[src/rtl/cmos_capture_if.sv]
// DVP camera bus, pixel write stream and status flags of the cmos_capture stage.
interface cmos_capture_if;
  logic        cmos_vsyn;
  logic        cmos_href;
  logic [7:0]  cmos_data;
  logic        fifo_full;
  logic [15:0] pix_data;
  logic        pix_valid;
  logic        frame_start;
  logic        line_done;
  logic        frame_done;
  logic        line_err;
  logic        frame_err;
  logic        overflow;
  logic [1:0]  dbg_state;

  // pix_valid is a one-cycle write strobe with no backpressure: a pixel formed
  // while fifo_full is high is dropped on the spot and remembered in overflow.
  modport master (
    output cmos_vsyn, cmos_href, cmos_data, fifo_full,
    input  pix_data, pix_valid, frame_start, line_done, frame_done,
    input  line_err, frame_err, overflow, dbg_state
  );

  modport slave (
    input  cmos_vsyn, cmos_href, cmos_data, fifo_full,
    output pix_data, pix_valid, frame_start, line_done, frame_done,
    output line_err, frame_err, overflow, dbg_state
  );
endinterface

[src/rtl/cmos_capture.sv]
// Samples the DVP bus, skips settling frames, pairs bytes into RGB565 pixels
// and checks line/frame geometry.
module cmos_capture #(
  parameter int H_ACTIVE    = 800,
  parameter int V_ACTIVE    = 480,
  parameter int SKIP_FRAMES = 2
) (
  input logic           cmos_pclk,
  input logic           rst_n,
  cmos_capture_if.slave cam
);
  typedef enum logic [1:0] {
    ST_IDLE   = 2'd0,
    ST_SKIP   = 2'd1,
    ST_ARM    = 2'd2,
    ST_ACTIVE = 2'd3
  } state_t;

  localparam logic [10:0] H_LIM   = 11'(H_ACTIVE);
  localparam logic [10:0] V_LIM   = 11'(V_ACTIVE);
  localparam logic [3:0]  SKIP_N  = 4'(SKIP_FRAMES);
  localparam logic [10:0] CNT_MAX = 11'd2047;

  // Assertion is immediate, release is retimed to the pixel clock.
  logic [1:0] rst_sync;
  logic       rst_core_n;

  always_ff @(posedge cmos_pclk or negedge rst_n) begin
    if (!rst_n) rst_sync <= 2'b00;
    else        rst_sync <= {rst_sync[0], 1'b1};
  end

  assign rst_core_n = rst_sync[1];

  logic       s1_vsyn;
  logic       s1_href;
  logic       s1_vsyn_d;
  logic       s1_href_d;
  logic [7:0] s1_data;
  logic       vs_fall;
  logic       vs_rise;
  logic       hr_fall;

  always_ff @(posedge cmos_pclk or negedge rst_core_n) begin
    if (!rst_core_n) begin
      s1_vsyn   <= 1'b0;
      s1_href   <= 1'b0;
      s1_data   <= 8'h00;
      s1_vsyn_d <= 1'b0;
      s1_href_d <= 1'b0;
    end else begin
      s1_vsyn   <= cam.cmos_vsyn;
      s1_href   <= cam.cmos_href;
      s1_data   <= cam.cmos_data;
      s1_vsyn_d <= s1_vsyn;
      s1_href_d <= s1_href;
    end
  end

  assign vs_fall = s1_vsyn_d & ~s1_vsyn;
  assign vs_rise = ~s1_vsyn_d & s1_vsyn;
  assign hr_fall = s1_href_d & ~s1_href;

  state_t      state;
  state_t      state_next;
  logic        frame_begin;
  logic        frame_end;
  logic [3:0]  skip_cnt;

  always_ff @(posedge cmos_pclk or negedge rst_core_n) begin
    if (!rst_core_n) state <= ST_IDLE;
    else             state <= state_next;
  end

  // IDLE waits for blanking so capture can never begin in the middle of a frame.
  always_comb begin
    state_next  = state;
    frame_begin = 1'b0;
    frame_end   = 1'b0;
    case (state)
      ST_IDLE:   if (s1_vsyn) state_next = ST_SKIP;
      ST_SKIP:   if (skip_cnt == SKIP_N) state_next = ST_ARM;
      ST_ARM: begin
        if (vs_fall) begin
          state_next  = ST_ACTIVE;
          frame_begin = 1'b1;
        end
      end
      ST_ACTIVE: begin
        if (vs_rise) begin
          state_next = ST_ARM;
          frame_end  = 1'b1;
        end
      end
      default:   state_next = ST_IDLE;
    endcase
  end

  logic        byte_sel;
  logic [7:0]  hi_byte;
  logic [10:0] pix_cnt;
  logic [10:0] line_cnt;
  logic [10:0] line_cnt_inc;
  logic [10:0] pix_cnt_inc;
  logic        in_line;
  logic        pix_form;
  logic        pix_ok;
  logic        line_end;

  assign in_line      = (state == ST_ACTIVE) & s1_href;
  assign pix_form     = in_line & byte_sel;
  assign line_end     = (state == ST_ACTIVE) & hr_fall;
  assign pix_ok       = (pix_cnt < H_LIM) & (line_cnt < V_LIM);
  assign line_cnt_inc = (line_cnt == CNT_MAX) ? line_cnt : line_cnt + 11'd1;
  assign pix_cnt_inc  = (pix_cnt == CNT_MAX) ? pix_cnt : pix_cnt + 11'd1;

  logic [15:0] pix_data_q;
  logic        pix_valid_q;
  logic        frame_start_q;
  logic        line_done_q;
  logic        frame_done_q;
  logic        line_err_q;
  logic        frame_err_q;
  logic        overflow_q;

  always_ff @(posedge cmos_pclk or negedge rst_core_n) begin
    if (!rst_core_n) begin
      skip_cnt      <= 4'd0;
      byte_sel      <= 1'b0;
      hi_byte       <= 8'h00;
      pix_cnt       <= 11'd0;
      line_cnt      <= 11'd0;
      pix_data_q    <= 16'h0000;
      pix_valid_q   <= 1'b0;
      frame_start_q <= 1'b0;
      line_done_q   <= 1'b0;
      frame_done_q  <= 1'b0;
      line_err_q    <= 1'b0;
      frame_err_q   <= 1'b0;
      overflow_q    <= 1'b0;
    end else begin
      frame_start_q <= frame_begin;
      frame_done_q  <= frame_end;
      line_done_q   <= line_end;
      pix_valid_q   <= 1'b0;

      if (state == ST_IDLE) begin
        skip_cnt <= 4'd0;
      end else if (state == ST_SKIP && vs_fall && skip_cnt != SKIP_N) begin
        skip_cnt <= skip_cnt + 4'd1;
      end

      byte_sel <= in_line ? ~byte_sel : 1'b0;
      if (in_line && !byte_sel) hi_byte <= s1_data;

      // Overflow only counts pixels that would otherwise have been written.
      if (pix_form) begin
        pix_cnt <= pix_cnt_inc;
        if (pix_ok && !cam.fifo_full) begin
          pix_data_q  <= {hi_byte, s1_data};
          pix_valid_q <= 1'b1;
        end else if (pix_ok) begin
          overflow_q <= 1'b1;
        end
      end

      if (line_end) begin
        line_cnt <= line_cnt_inc;
        pix_cnt  <= 11'd0;
        if (pix_cnt != H_LIM || byte_sel) line_err_q <= 1'b1;
      end

      // A line ending on the same edge as the frame still counts toward it.
      if (frame_end) begin
        frame_err_q <= ((line_end ? line_cnt_inc : line_cnt) != V_LIM);
        if (s1_href) line_err_q <= 1'b1;
      end

      if (frame_begin) begin
        line_err_q <= 1'b0;
        line_cnt   <= 11'd0;
        pix_cnt    <= 11'd0;
      end
    end
  end

  assign cam.pix_data    = pix_data_q;
  assign cam.pix_valid   = pix_valid_q;
  assign cam.frame_start = frame_start_q;
  assign cam.line_done   = line_done_q;
  assign cam.frame_done  = frame_done_q;
  assign cam.line_err    = line_err_q;
  assign cam.frame_err   = frame_err_q;
  assign cam.overflow    = overflow_q;
  assign cam.dbg_state   = state;
endmodule

[src/flat_wrapper.sv]
// flat-port wrapper written by rule: the top's interface ports become plain ports
module cmos_capture_flat 
#(
  parameter int H_ACTIVE    = 800,
  parameter int V_ACTIVE    = 480,
  parameter int SKIP_FRAMES = 2
)
  (cmos_pclk, rst_n, cam_cmos_vsyn, cam_cmos_href, cam_cmos_data, cam_fifo_full, cam_pix_data, cam_pix_valid, cam_frame_start, cam_line_done, cam_frame_done, cam_line_err, cam_frame_err, cam_overflow, cam_dbg_state);
  cmos_capture_if cam_i ();
  input logic cmos_pclk;
  input logic rst_n;
  input wire logic [$bits(cam_i.cmos_vsyn)-1:0] cam_cmos_vsyn;
  input wire logic [$bits(cam_i.cmos_href)-1:0] cam_cmos_href;
  input wire logic [$bits(cam_i.cmos_data)-1:0] cam_cmos_data;
  input wire logic [$bits(cam_i.fifo_full)-1:0] cam_fifo_full;
  output wire logic [$bits(cam_i.pix_data)-1:0] cam_pix_data;
  output wire logic [$bits(cam_i.pix_valid)-1:0] cam_pix_valid;
  output wire logic [$bits(cam_i.frame_start)-1:0] cam_frame_start;
  output wire logic [$bits(cam_i.line_done)-1:0] cam_line_done;
  output wire logic [$bits(cam_i.frame_done)-1:0] cam_frame_done;
  output wire logic [$bits(cam_i.line_err)-1:0] cam_line_err;
  output wire logic [$bits(cam_i.frame_err)-1:0] cam_frame_err;
  output wire logic [$bits(cam_i.overflow)-1:0] cam_overflow;
  output wire logic [$bits(cam_i.dbg_state)-1:0] cam_dbg_state;
  assign cam_i.cmos_vsyn = cam_cmos_vsyn;
  assign cam_i.cmos_href = cam_cmos_href;
  assign cam_i.cmos_data = cam_cmos_data;
  assign cam_i.fifo_full = cam_fifo_full;
  assign cam_pix_data = cam_i.pix_data;
  assign cam_pix_valid = cam_i.pix_valid;
  assign cam_frame_start = cam_i.frame_start;
  assign cam_line_done = cam_i.line_done;
  assign cam_frame_done = cam_i.frame_done;
  assign cam_line_err = cam_i.line_err;
  assign cam_frame_err = cam_i.frame_err;
  assign cam_overflow = cam_i.overflow;
  assign cam_dbg_state = cam_i.dbg_state;
  cmos_capture #(.H_ACTIVE(H_ACTIVE), .V_ACTIVE(V_ACTIVE), .SKIP_FRAMES(SKIP_FRAMES)) u_core (.cmos_pclk(cmos_pclk), .rst_n(rst_n), .cam(cam_i));
endmodule
[config.mk]
export PLATFORM = sky130hd
export DESIGN_NAME = cmos_capture_flat
export DESIGN_NICKNAME = d
export VERILOG_FILES = /design/src/rtl/cmos_capture_if.sv /design/src/rtl/cmos_capture.sv /design/src/flat_wrapper.sv
export SDC_FILE = /design/constraint.sdc
export NUM_CORES = 1
export LEC_CHECK = 0
export BUFFER_PORTS_ARGS = -buffer_cell sky130_fd_sc_hd__clkbuf_2
export CORE_ASPECT_RATIO = 1.1
export CORE_MARGIN = 5
export CORE_UTILIZATION = 40
export DETAILED_ROUTE_END_ITERATION = 7
export SLEW_MARGIN = 10
export SYNTH_ARGS = -nofsm -noshare
export SYNTH_HDL_FRONTEND = slang
export SYNTH_SLANG_ARGS = --single-unit
[constraint.sdc]
create_clock -name cmos_pclk -period 4.92 [get_ports cmos_pclk]
set_input_delay 1.476 -clock cmos_pclk [delete_from_list [all_inputs] [get_ports cmos_pclk]]
set_output_delay 1.476 -clock cmos_pclk [all_outputs]
set_load 0.02 [all_outputs]
==> metrics.json <==
{
  "startpoint_type": "flip-flop",
  "power.ir.vdd_worst_uv": 210,
  "crit_start": "u_core.cam.dbg_state[0]",
  "drtPass1Iterations": 4,
  "synth_async_sr_flop_share": 1.00,
  "die_width_um": 96.2,
  "dieArea_sq_um": 10100,
  "regToRegEndpoint": "u_core.cam.frame_err",
  "portBuffers": 37,
  "placement_rows": 34,
  "die_height_um": 105,
  "worst-path-max-fanout": 10,
  "worst_ep_arrival_time_ps": 1140,
  "distinct_cell_type_count_of_the_synthesized_netlist": 53,
  "finalCriticalPeriod_ps": 2620,
  "r2r_slack_ps": 2990,
  "routed_wirelength_mm": 5.77,
  "critical_path.endpoint": "cam_dbg_state[0]",
  "syn_nets": 301,
  "cts_max_level": 3,
  "finalMaxSlewViolations": 0,
  "via_count": 2137,
  "mappedNetlistArea_sq_um": 3270,
  "critical_path_required_ps": 3440,
  "grt_use_total": 0.129,
  "grt_max_degree": 73,
  "powerDensity_nw_per_um2": 457,
  "clk_pin_slew_ps": 80,
  "core_area_sq_um": 7960,
  "cts_tree": "done",
  "first_pass_grt_wire_length_mm": 10.2,
  "yosys.cell_count.top_type": "dfrtp_1",
  "globalRouteOverflowTotal": 0,
  "synth_sequential_area_ratio": 0.567,
  "wl_per_cell_um": 13.2,
  "gp_congestion": 0.800,
  "rr_worst_depth": 5,
  "clk-insertion-delay-late_ps": 340,
  "number_of_design_rule_violations_left_by_the_first_detailed_router_iteration": 61,
  "rel_slew_slack": 0.423,
  "root_buffer_cell": "clkbuf_8",
  "timing.final.crit_share": 0.532,
  "synth_top_area_frac": 0.567,
  "cpMaxStageDelayCell": "dfrtp_1",
  "clock_sink_count": 74,
  "final_skew_ps": 8.45,
  "number_of_buffers_inserted_by_hold_repair_at_cts": 0,
  "logic_depth_of_the_worst_path_buffers_included": 1,
  "cts-resized-gates": 0,
  "initial_antenna_violation_count": 0,
  "post_synth_main_area_contributors": "dfrtp_1, nand2_1, mux2_4, nor2_1, mux2_2",
  "detail_route.vias_per_cell": 4.88,
  "number_of_global_route_vias_before_repair": 2211,
  "setup_repair_after_global_routing_missed_its_margin": "false",
  "synth_enable_flop_cells": 0,
  "drt.antenna.violating_nets": 0,
  "syn_area_cell_sq_um": 11.5,
  "synth_seq_cells": 74,
  "buf_inv_stages_crit_path": 1,
  "timing.critical_path.to_type": "primary output",
  "synth_top_area_cell": "dfrtp_1",
  "start_util": 0.411,
  "hold_path_class": "reg -> reg",
  "cpPeakStageDelay_ps": 560,
  "leakage_nw": 1.83,
  "filler_instances": 764,
  "cts-buffers-inserted": 9,
  "nets": 344,
  "ys_top_cells_by_count": "dfrtp_1, nand2_1, nor2_1",
  "outcome": "complete, no violations",
  "max_cap_violations": 0,
  "place.detailed.hpwl_mm": 3.94,
  "worst_pin_slew_ps": 866,
  "crit-reg2reg-launch": "u_core.cam.dbg_state[0]",
  "synth_top_flop_cell": "dfrtp_1",
  "cts_max_path_buffers": 2,
  "holdPathStages": 0,
  "critical_path_class": "reg -> out",
  "cp_top_family": "flip-flops",
  "synthesis.yosys.warnings": 0,
  "n_antenna_cell": 0,
  "report.final.hold_viol_count": 0,
  "syn-instance-count": 283,
  "worstPathCellList": "clkbuf_2",
  "cts_post_setup_buffers_inserted": 0,
  "share_of_layout_cells_above_drive_strength_1": 0.267,
  "setup_tns_ps": 0,
  "syn_to_final_growth_pct": 14.7,
  "finalSetupViolations": 0,
  "drc": 0,
  "floorplan.io_pins": 38,
  "max_freq_ghz": 0.382,
  "utilization": 0.471
}
-- report_power, final --
group	leakage, nW	internal, mW	switching [mW]	total (mW)
clock	0.0917	0.233	0.221	0.454
combinational	0.774	0.180	0.243	0.423
sequential	0.960	0.728	0.107	0.835
-- cells in the final DEF, fill, tap and decap left out, types with 2 or more instances in the layout --
| master | synthesis | final |
|---|---|---|
| dfrtp_1 | 74 | 73 |
| clkbuf_8 | 0 | 9 |
| nand2_1 | 45 | 45 |
| xnor2_1 | 9 | 9 |
| mux2_4 | 9 | 9 |
| a31oi_1 | 2 | 2 |
| a41oi_1 | 3 | 3 |
| o21ai_0 | 4 | 4 |
| clkinvlp_4 | 0 | 2 |
| nor4_4 | 2 | 2 |
| nor3_1 | 4 | 4 |
| and3_1 | 5 | 5 |
| ha_1 | 5 | 5 |
| mux2i_1 | 6 | 6 |
| or2_2 | 2 | 2 |
| nand3_1 | 9 | 9 |
| xor2_1 | 6 | 6 |
| nor3_2 | 3 | 3 |
| nor4_1 | 2 | 2 |
| nor2_1 | 30 | 30 |
| nand2b_1 | 4 | 4 |
| a21oi_1 | 5 | 5 |
| mux2_2 | 7 | 7 |
| nand4_1 | 5 | 5 |
| inv_1 | 7 | 7 |
| and2_1 | 2 | 2 |
| clkbuf_2 | 0 | 37 |
| buf_4 | 2 | 3 |
-- through the flow --
step	worst slack, ps	hold slack (ps)	total power, mW	cells	instance area [sq um]
6_report	2300	357	1.71	438	3750
5_1_grt	2240	359	1.83	438	3750
3_3_place_gp	2240	335	1.26	423	3550
2_1_floorplan	2330	331	1.15	283	3270
3_5_place_dp	2240	341	1.28	423	3550
4_1_cts	2280	359	1.74	438	3750
-- layout make-up --
class / count / area, sq um / area share
Multi-Input combinational cell: 193 / 1330 / 0.355
Clock inverter: 6 / 67.6 / 0.0180
Tap cell: 108 / 135 / 0.0361
Inverter: 8 / 30.0 / 0.00802
Timing Repair Buffer: 40 / 208 / 0.0554
Clock buffer: 9 / 124 / 0.0331
Sequential cell: 74 / 1850 / 0.495
-- worst min-delay path by stage --
| stage | from | end | slack [ps] |
|---|---|---|---|
| floorplan | u_core.rst_sync[0] | u_core.rst_sync[1] | 330 |
| detailed placement | u_core.rst_sync[0] | u_core.rst_sync[1] | 340 |
| CTS | u_core.rst_sync[0] | u_core.rst_sync[1] | 360 |
| finish | u_core.rst_sync[0] | u_core.rst_sync[1] | 360 |
| global placement | u_core.rst_sync[0] | u_core.rst_sync[1] | 340 |
| global route | u_core.rst_sync[0] | u_core.rst_sync[1] | 360 |
-- flip-flops by register name, indices dropped and copies added, names as in the netlist --
register                count
u_core.cam.pix_data        16
u_core.line_cnt            11
u_core.pix_cnt             11
u_core.hi_byte              8
u_core.s1_data              8
u_core.skip_cnt             4
u_core.cam.dbg_state        2
u_core.rst_sync             2
u_core.byte_sel             1
u_core.cam.frame_done       1
u_core.cam.frame_err        1
u_core.cam.frame_start      1
u_core.cam.line_done        1
u_core.cam.line_err         1
u_core.cam.overflow         1
u_core.cam.pix_valid        1
u_core.s1_href              1
u_core.s1_href_d            1
u_core.s1_vsyn              1
u_core.s1_vsyn_d            1
-- routing by layer --
metal | vias up | GRT usage | share of wire | routed length, um
met4 | 0 | 0.0467 | 0.0095 | 55
met1 | 1032 | 0.172 | 0.48 | 2790
li1 | 1052 | - | - | -
met2 | 48 | 0.190 | 0.45 | 2590
met5 | - | 0 | 0 | 0
met3 | 5 | 0.0482 | 0.057 | 330
-- logic make-up (layout without fill, tap and decap cells) --
kind of cell,after synthesis,count (layout),synth area share
multiplexers,22,22,0.0839
adder cells (fa/ha/maj),5,5,0.0191
flip-flops,74,74,0.567
XOR/XNOR,15,15,0.0402
AND/OR/NAND/NOR,125,125,0.206
buffers and inverters,16,63,0.0264
AO/OA/AOI/OAI,25,25,0.0567
other,1,1,0.00115
Note: power is estimated with default switching activity, not from simulation.
